File: config.mk
export PLATFORM = sky130hd
export DESIGN_NAME = alu
export DESIGN_NICKNAME = d
export VERILOG_FILES = /design/src/rtl/alu.sv
export SDC_FILE = /design/constraint.sdc
export NUM_CORES = 1
export LEC_CHECK = 0
export ABC_AREA = 1
export ABC_CLOCK_PERIOD_IN_PS = 1300
export BUFFER_PORTS_ARGS = -buffer_cell sky130_fd_sc_hd__clkbuf_2
export CAP_MARGIN = 20
export CORE_AREA = 2 2 114 116
export DETAILED_ROUTE_END_ITERATION = 16
export DIE_AREA = 0 0 116 118
export SYNTH_ARGS = -nofsm -noshare
export SYNTH_HDL_FRONTEND = slang
export SYNTH_SLANG_ARGS = --single-unit
export TNS_END_PERCENT = 20
File: constraint.sdc
create_clock -name clock -period 1.3 [get_ports clock]
set_clock_uncertainty 0.1 [all_clocks]
set_input_delay 0.195 -clock clock [delete_from_list [all_inputs] [get_ports clock]]
set_output_delay 0.195 -clock clock [all_outputs]
set_load 0.02 [all_outputs]
File: src/rtl/alu.sv
// 8-bit ALU with a one-cycle registered result and {Z,C,S,O} status flags.
// Result and flags are formed combinationally and captured on every rising clock edge.
module alu (
  input  logic       clock,
  input  logic       reset_n,
  input  logic [7:0] Operand1,
  input  logic [7:0] Operand2,
  input  logic [3:0] Mode,
  output logic [7:0] Out,
  output logic [3:0] Flags
);

  localparam int unsigned DataW = 8;
  localparam int unsigned FlagW = 4;
  localparam int unsigned ProdW = 2 * DataW;

  typedef enum logic [3:0] {
    MODE_ADD = 4'b0000,
    MODE_SUB = 4'b0001,
    MODE_INC = 4'b0010,
    MODE_DEC = 4'b0011,
    MODE_AND = 4'b0100,
    MODE_OR  = 4'b0101,
    MODE_XOR = 4'b0110,
    MODE_NOT = 4'b0111,
    MODE_SHL = 4'b1000,
    MODE_SHR = 4'b1001,
    MODE_ASR = 4'b1010,
    MODE_ROL = 4'b1011,
    MODE_ROR = 4'b1100,
    MODE_NOR = 4'b1101,
    MODE_CMP = 4'b1110,
    MODE_MUL = 4'b1111
  } mode_e;

  logic [DataW-1:0] out_d, out_q;
  logic [FlagW-1:0] flags_d, flags_q;

  logic [DataW-1:0] a, b;
  logic [DataW:0]   sum9, diff9, inc9, dec9;
  logic [ProdW-1:0] prod;
  logic             add_ovf, sub_ovf, inc_ovf, dec_ovf;
  logic [DataW-1:0] res, flag_src;
  logic             c_flag, o_flag;

  assign a = Operand1;
  assign b = Operand2;

  // Shared arithmetic datapaths; bit 8 is carry (add) or borrow (subtract).
  always_comb begin
    sum9  = {1'b0, a} + {1'b0, b};
    diff9 = {1'b0, a} - {1'b0, b};
    inc9  = {1'b0, a} + (DataW+1)'(1);
    dec9  = {1'b0, a} - (DataW+1)'(1);
    prod  = ProdW'(a) * ProdW'(b);
    add_ovf = (a[7] == b[7]) && (sum9[7] != a[7]);
    sub_ovf = (a[7] != b[7]) && (diff9[7] != a[7]);
    inc_ovf = !a[7] && inc9[7];
    dec_ovf = a[7] && !dec9[7];
  end

  // Result/flag select; CMP keeps A on Out but takes its flags from A-B.
  always_comb begin
    res      = '0;
    flag_src = '0;
    c_flag   = 1'b0;
    o_flag   = 1'b0;
    unique case (mode_e'(Mode))
      MODE_ADD: begin
        res    = sum9[DataW-1:0];
        c_flag = sum9[DataW];
        o_flag = add_ovf;
      end
      MODE_SUB: begin
        res    = diff9[DataW-1:0];
        c_flag = diff9[DataW];
        o_flag = sub_ovf;
      end
      MODE_INC: begin
        res    = inc9[DataW-1:0];
        c_flag = inc9[DataW];
        o_flag = inc_ovf;
      end
      MODE_DEC: begin
        res    = dec9[DataW-1:0];
        c_flag = dec9[DataW];
        o_flag = dec_ovf;
      end
      MODE_AND: res = a & b;
      MODE_OR:  res = a | b;
      MODE_XOR: res = a ^ b;
      MODE_NOT: res = ~a;
      MODE_SHL: begin
        res    = {a[6:0], 1'b0};
        c_flag = a[7];
        o_flag = a[7] ^ a[6];
      end
      MODE_SHR: begin
        res    = {1'b0, a[7:1]};
        c_flag = a[0];
      end
      MODE_ASR: begin
        res    = {a[7], a[7:1]};
        c_flag = a[0];
      end
      MODE_ROL: begin
        res    = {a[6:0], a[7]};
        c_flag = a[7];
      end
      MODE_ROR: begin
        res    = {a[0], a[7:1]};
        c_flag = a[0];
      end
      MODE_NOR: res = ~(a | b);
      MODE_CMP: begin
        res    = a;
        c_flag = diff9[DataW];
        o_flag = sub_ovf;
      end
      MODE_MUL: begin
        res    = prod[DataW-1:0];
        c_flag = |prod[ProdW-1:DataW];
        o_flag = |prod[ProdW-1:DataW];
      end
      default: res = '0;
    endcase
    flag_src = (mode_e'(Mode) == MODE_CMP) ? diff9[DataW-1:0] : res;
  end

  always_comb begin
    out_d   = res;
    flags_d = {(flag_src == '0), c_flag, flag_src[DataW-1], o_flag};
  end

  always_ff @(posedge clock or negedge reset_n) begin
    if (!reset_n) begin
      out_q   <= '0;
      flags_q <= '0;
    end else begin
      out_q   <= out_d;
      flags_q <= flags_d;
    end
  end

  assign Out   = out_q;
  assign Flags = flags_q;

endmodule

==> Word-level counts from Yosys, hierarchy flattened <==
Cells that the tools add are included.
{ "word_totals": {"mem_bits_rw": 0, "regBits": 12, "latchBits": 0, "n_memories": 0, "wordCells": 48, "input_bits": 22, "rom_bits": 0} }
{ "classes": {"muxes": 4, "order_cmp": 0, "shift": 0, "n_div": 0, "mul": 1, "reduce_logical": 12, "n_eq_ne": 19, "bitwise": 6, "n_addsub": 4} }
{ "op_table": {"columns": ["operator", "n"], "rows": [
  ["8-bit case mux with 16 select lines", 1],
  ["4-bit equality test (second input constant)", 8],
  ["4-bit by 3-bit equality test with 1-bit output (second input constant)", 4],
  ["8-bit by 8-bit multiplier with 16-bit output", 1],
  ["8-bit NOT", 2],
  ["8-bit by 1-bit adder with 9-bit output (second input constant)", 1],
  ["8-bit by 8-bit adder with 9-bit output", 1],
  ["8-bit by 1-bit subtractor with 9-bit output (second input constant)", 1],
  ["8-bit by 8-bit subtractor with 9-bit output", 1],
  ["8-bit bitwise AND", 1],
  ["4-bit by 2-bit equality test with 1-bit output (second input constant)", 2],
  ["8-bit logical NOT", 1],
  ["8-bit 2-to-1 mux", 1],
  ["8-bit OR", 1],
  ["8-bit OR reduction", 1],
  ["8-bit XOR", 1],
  ["1-bit case mux with 7 select lines", 1],
  ["1-bit case mux with 6 select lines", 1],
  ["4-bit by 1-bit equality test with 1-bit output (second input constant)", 1],
  ["1-bit logical AND", 4],
  ["4-bit logical NOT", 1],
  ["2-bit OR reduction", 2],
  ["1-bit != test", 3],
  ["3-bit OR reduction", 1],
  ["3 further kinds", 4]
]} }

==> Depth between registers and ports, before layout <==
Gate-level depths: netlist of run 1.
{ "logic_depth": {"word_depth": 5, "mapped_depth": 24, "ltp_nobuf": 22} }

==> Worst setup path before layout of run 1 <==
No wires, ideal clock.
{ "synth_path": {"path_kind": "input-to-reg", "startpoint": "input Operand1[3]", "endpoint": "register flags_q[0] (netlist: Flags[0])", "n_path_buf": 2, "setup_time_ns": 0.122, "path_stages": 24, "slack_ns": -2.982, "arrival_ns": 4.060, "t_required_ns": 1.078, "cell_sequence": "clkbuf_1 buf_2 nand2_1 inv_1 fa_1 inv_1 fa_1 inv_1 fa_1 inv_1 fa_1 inv_1 ha_1 a21oi_1 nor2_1 nor2_1 nand2_1 nand2_1 nand3_1 xor2_1 nor2_1 nand3_1 nand2_1 nand2_1"} }
{ "synth_between": {"elab_chain_cells": 4} }
{ "synth_lines": {"columns": ["item", "line_no", "rtl"], "rows": [
  ["start: declaration", "6", "input logic [7:0] Operand1,"],
  ["parallel branches: the longest is 3 deep, another holds 8-bit by 8-bit multiplier with 16-bit output", null, null],
  ["1-bit case mux with 6 select lines *", "68", "unique case (mode_e'(Mode))"],
  ["net flags_d[0]", "37", "logic [FlagW-1:0] flags_d, flags_q;"],
  ["end signal: assignment", "141", "flags_q <= flags_d;"],
  ["end: declaration", "37", null]
]} }
Mark *: on every way through the listed nets, which the timed path passes.

==> Worst setup path after layout of run 1 <==
{ "layout_path": {"startpoint": "input Operand1[3]", "endpoint": "register flags_q[2] (netlist: Flags[2])"} }
{ "layout_between": {"elab_chain_cells": 3} }
{ "layout_lines": {"columns": ["item", "line_no", "rtl"], "rows": [
  ["8-bit by 8-bit multiplier with 16-bit output", "55", "prod = ProdW'(a) * ProdW'(b);"],
  ["8-bit OR reduction", "122", "c_flag = |prod[ProdW-1:DataW];"],
  ["1-bit case mux with 7 select lines *", "68", null],
  ["net c_flag", "44", "logic c_flag, o_flag;"]
]} }
Mark *: on every way through the listed nets, which the timed path passes. The rest lies on a longest branch.

==> results of run 1 <==
-- cell usage after synthesis, types with 2 or more instances --
master and n:
nand2_1 236, xor2_1 9, buf_2 6, o21ai_0 17, or2_2 3, nand3_1 78, nand2_2 6, nor2_2 8
nor2_1 59, a21boi_0 3, a21o_1 3, nand4_1 13, ha_1 66, nand3b_1 2, nor2_4 2, inv_2 3
nor3_1 4, clkbuf_1 18, inv_1 160, xnor2_1 2, dfrtp_1 12, fa_1 38, nand3_2 6, o21bai_1 2
a21oi_1 28
-- per-stage QoR --
| step | cells | power, µW | utilization, % | cell area [µm²] |
|---|---|---|---|---|
| 6_report | 1142 | 5905 | 54.55 | 6771 |
| 5_1_grt | 1142 | 6548 | 54.55 | 6771 |
| 4_1_cts | 1142 | 5819 | 54.28 | 6739 |
| 3_5_place_dp | 1136 | 4987 | 51.72 | 6421 |
| 3_3_place_gp | 1136 | 4982 | 51.72 | 6421 |
| 2_1_floorplan | 793 | 3376 | - | 4987 |
-- final cells by class --
cell class / count / share of cell area [%]
timing repair buffer: 198 / 22.80
clock buffer: 3 / 1.109
sequential: 12 / 4.435
tap: 172 / 3.178
inverter: 163 / 9.035
multi-input combinational: 594 / 59.44
-- metal layers --
layer | track usage, % | share of wire (%) | up-vias
met5 | 0 | 0 | -
met4 | 9.375 | 4.0 | 0
met3 | 2.472 | 6.1 | 42
met2 | 39.36 | 44 | 192
met1 | 35.21 | 46 | 2520
li1 | - | - | 2788
-- flip-flops by register name, indices dropped and copies added, names as in the netlist --
signal / count
Out: 8
Flags: 4
-- placed cells by master, fill, tap and decap left out, types with 5 or more instances in the layout --
cell type,instances
a21oi_1,20
a21oi_2,7
buf_4,161
clkbuf_16,5
clkbuf_2,20
clkbuf_8,8
dfrtp_1,12
fa_1,37
ha_1,59
ha_4,6
inv_1,155
inv_2,8
nand2_1,231
nand2_2,10
nand3_1,76
nand3_2,8
nand4_1,13
nor2_1,55
nor2_2,12
o21ai_0,14
xor2_1,9
-- report_power, final --
part / switching [µW] / internal, µW
combinational: 2610 / 2270
sequential: 20.3 / 434
clock: 170 / 402
-- worst max-delay path by stage --
stage                      from                  to  slack, ns  cells past startpoint
floorplan           Operand1[3]  Flags[2]$_DFF_PN0_      -2.68                     24
finish              Operand1[3]  Flags[2]$_DFF_PN0_      -2.45                     23
global route        Operand1[3]  Flags[2]$_DFF_PN0_      -2.73                     23
detailed placement  Operand2[2]  Flags[2]$_DFF_PN0_      -2.87                     17
global placement    Operand2[4]  Flags[0]$_DFF_PN0_      -2.86                     17
CTS                 Operand1[3]  Flags[2]$_DFF_PN0_      -2.46                     23
-- kinds of logic (layout without fill, tap and decap cells) --
kind of cell,count (synthesis),after routing,synth area share (%)
buf+inv,187,364,14.58
compound gates,57,57,6.504
fa+ha+maj,104,104,32.60
simple gates,422,422,38.17
flops,12,12,6.170
xor+xnor,11,11,1.980
-- timing repair --
item,in CTS,in global routing
pin swaps,22,5
setup endpoints to repair,12,12
hold endpoints to repair,12,0
hold buffers,1,0
gates resized for setup,53,10
buffers inserted,2,0
==> out/results.ini, run 1 <==
[worst_hold_path]
holdCritPathClass=in2async

[worst_setup_path]
worst_path_max_delay_cell=fa_1
crit_path_end_kind=flop
cp_data_arrival_time_ns=3.78
path_class=in2reg
cp-start-kind=primary input
cp_data_required_time_ns=1.33
crit_family=adder cells
worst-path-max-fanout=7
critPathBufInv=6
slowest_delay_ns=0.53
worstPathCellList=clkbuf_16 > nand2_4 > inv_2 > fa_1 > inv_1 > fa_1 > inv_2 > fa_1 > inv_1 > fa_1 > inv_2 > ha_4 > a21oi_4 > nor2_1 > nor2_1 > nand2_1 > nand2_1 > nand3_2 > xor2_1 > nor2_1 > nand3_1 > nand2_1 > nand2_1

[sta]
min_period_ns=3.751
setup_violations=12
grt_setup_unrepaired=yes
fin_tns_setup_ns=-20.62
worst_pin_slew_ns=0.6811
slew_violations=0
setup_ws_ns=-2.451
finalHoldViolations=0
finalCritPeriodShare_pct=288.6
fin_hold_ws_ns=0.3139
max_freq_ghz=0.2666
slew_headroom_pct=54.43

[place]
portBuffers=33
dp_hpwl_um=13800
gp_congestion=0.9778
pre_cts_ws_ns=-2.872

[yosys]
synth_top_area_share_pct=18.20
synth_edf_count=0
syn_inst=793
netlist_area_um2=4867
syn_nets=919
yosysTopAreaCell=nand2_1
ys_warn_count=0
ys_ff_latch=12
avgSynthCellArea_um2=6.138
synth.distinct_cells=34
async_flop_share_pct=100.0
ys_seq_area_share_pct=6.170
synth.area.top_cells=nand2_1 (18%), ha_1 (17%), fa_1 (16%)
ys.flop_type=dfrtp_1

[flow_run]
maxCapViolations=0

[cts]
cts_tree=built
numClockSinks=12
cts-root-buf=clkbuf_16
cts.path.max_buffers=2
clkTransAtPathRegs_ns=0.05
htreeDepth=1
cts_buffers=3

[global_routing]
grt-ovfl-total=0
grt_pass1_vias=5482
grt_pass1_wl_um=27040
antenna_found_initial=0
track_usage_pct=25.01
grt_start_max_net_pins=14

[routing]
drc=0
drt-pass1-iter-count=5
totalWireLength_um=16270
post_drt_wl_per_cell_um=14.24
drtIter0Drc=387
routed_via_density=4.853
ant_nets=0
dr_total_vias=5542

[floorplanning]
rows=41
die_y_um=118
io_pins=34
floorplan.die_area_um2=13690
die_w_um=116
start_util_pct=39.21
placeableCoreArea_um2=12410

[power]
power_density_nw_per_um2=872.1
vdd_drop_max_v=0.0007829
power.leakage_uw=0.004035

[status]
status=complete, but fails checks
violations=negative setup slack

[finish]
multiInputGateArea_um2=4025
layout.nets=1098
syn_to_final_growth_pct=39.13
drive_gt1_share_pct=27.42
fillers=1267
diodes=0
register_area_um2=300.3

Note: power is estimated with default switching activity, not from simulation.
==> run 2: changes to the inputs <==
Settings changed: RECOVER_POWER set to 50, SKIP_CTS_REPAIR_TIMING set to 1.
==> out/results.ini, run 2 (synthesis gave the netlist of run 1 again) <==
[floorplanning]
floorplan.die_area_um2=13690  ; unchanged
start_util_pct=39.21  ; unchanged
placeableCoreArea_um2=12410  ; unchanged
die_w_um=116  ; unchanged
rows=41  ; unchanged
die_y_um=118  ; unchanged
io_pins=34  ; unchanged

[global_routing]
grt_pass1_vias=5444  ; -0.69%
grt_start_max_net_pins=14  ; unchanged
grt-ovfl-total=0  ; unchanged
track_usage_pct=24.79  ; -0.22 points
grt_pass1_wl_um=26790  ; -0.92%
antenna_found_initial=0  ; unchanged

[place]
gp_congestion=0.9778  ; unchanged
portBuffers=33  ; unchanged
placed_cell_area_um2=6421  ; unchanged
place_inst=1136  ; unchanged
dp_hpwl_um=13800  ; unchanged

[cts]
clkTransAtPathRegs_ns=0.05  ; about the same
cts_tree=built
cts.path.max_buffers=2  ; unchanged
numClockSinks=12  ; unchanged
cts_buffers=3  ; unchanged
htreeDepth=1  ; unchanged
cts-root-buf=clkbuf_16

[worst_setup_path]
cp_data_arrival_time_ns=3.85  ; +0.07 ns
cp-start-kind=primary input
crit_path_end_kind=flop
worst-path-max-fanout=5  ; -2
path_class=in2reg
cp_data_required_time_ns=1.33  ; about the same

[finish]
layout.nets=1097  ; -0.091%
syn_to_final_growth_pct=37.10
largest_reg_flops=8  ; unchanged
final_cell_mix=nand2_1 (230), buf_4 (161), inv_1 (157)
fillers=1279  ; +0.95%
diodes=0  ; unchanged
final_cell_area_um2=6673  ; -1.5%
layout_commonest_cell=nand2_1
fin_cells=1141  ; -0.088%
drive_gt1_share_pct=26.73  ; -0.69 points

[sta]
fin_tns_setup_ns=-21.40  ; -0.7776 ns
finalHoldViolations=0  ; unchanged
worst_pin_slew_ns=0.7833  ; +0.1022 ns
max_freq_ghz=0.2617  ; -1.8%
setup_violations=12  ; unchanged
setup_ws_ns=-2.521  ; -0.07002 ns
grt_setup_unrepaired=yes
slew_violations=0  ; unchanged
finalCritPeriodShare_pct=293.9  ; +5.4 points
slew_headroom_pct=47.78  ; -6.6 points
min_period_ns=3.821  ; +0.07002 ns

[power]
power_density_nw_per_um2=879.4  ; +0.83%
vdd_drop_max_v=0.0007289  ; -6.9%
power.leakage_uw=0.004003  ; -0.79%

[routing]
drt-pass1-iter-count=6  ; +1
totalWireLength_um=16170  ; -0.63%
dr_total_vias=5504  ; -0.69%
ant_nets=0  ; unchanged
post_drt_wl_per_cell_um=14.17  ; -0.54%
routed_via_density=4.824  ; -0.60%
drtIter0Drc=402  ; +3.9%
drc=0  ; unchanged

[status]
status=complete, but fails checks
violations=negative setup slack

[worst_hold_path]
holdCritPathClass=in2async

[flow_run]
maxCapViolations=0  ; unchanged

[run 2: stage by stage]
step / hold WS (ns) / setup WS (ns) / util, % / power (µW)
3_5_place_dp: 0.01980 / -2.872 / 51.72 / 4987
6_report: 0.4600 / -2.521 / 53.75 / 5868
5_1_grt: 0.4954 / -2.765 / 53.75 / 6517
4_1_cts: -0.2373 / -2.622 / 52.33 / 5603
3_3_place_gp: 0.005885 / -2.863 / 51.72 / 4982
2_1_floorplan: -0.2006 / -2.684 / - / 3376
[run 2: cell type report]
type	instances	area [µm²]	area share [%]
clock buffer	3	75.07	1.125
inverter	163	611.8	9.169
multi-input combinational	594	3988	59.76
sequential	12	300.3	4.500
tap	172	215.2	3.225
timing repair buffer	197	1483	22.22
[run 2: per-layer routing]
layer / wire length (µm) / global-route usage (%)
met5: 0 / 0
met4: 665 / 9.673
met3: 980 / 2.163
met2: 7131 / 38.71
met1: 7387 / 35.18
[run 2: worst max-delay path, cell delays in order]
cell	delay, ns
buf_4	0.14
nand2_1	0.08
fa_1	0.49
fa_1	0.56
inv_2	0.04
fa_1	0.47
inv_1	0.05
fa_1	0.54
inv_2	0.05
ha_4	0.25
a21oi_4	0.14
buf_4	0.12
nand2_1	0.08
nand2_1	0.08
nand2_1	0.06
xor2_1	0.14
nor2_1	0.12
nand3_1	0.09
nand2_1	0.08
nand2_1	0.05
[run 2: report_power, final]
part           internal, µW  switching [µW]
registers               434            20.6
clock network           402             171
logic                  2220            2620
[run 2: worst max-delay path by stage]
stage          slack, ns  cells after the start        start                 end
2_1_floorplan      -2.68                     24  Operand1[3]  Flags[2]$_DFF_PN0_
3_3_place_gp       -2.86                     17  Operand2[4]  Flags[0]$_DFF_PN0_
3_5_place_dp       -2.87                     17  Operand2[2]  Flags[2]$_DFF_PN0_
4_1_cts            -2.62                     17  Operand2[2]  Flags[2]$_DFF_PN0_
5_1_grt            -2.76                     22  Operand2[4]  Flags[2]$_DFF_PN0_
6_report           -2.52                     20  Operand1[1]  Flags[2]$_DFF_PN0_
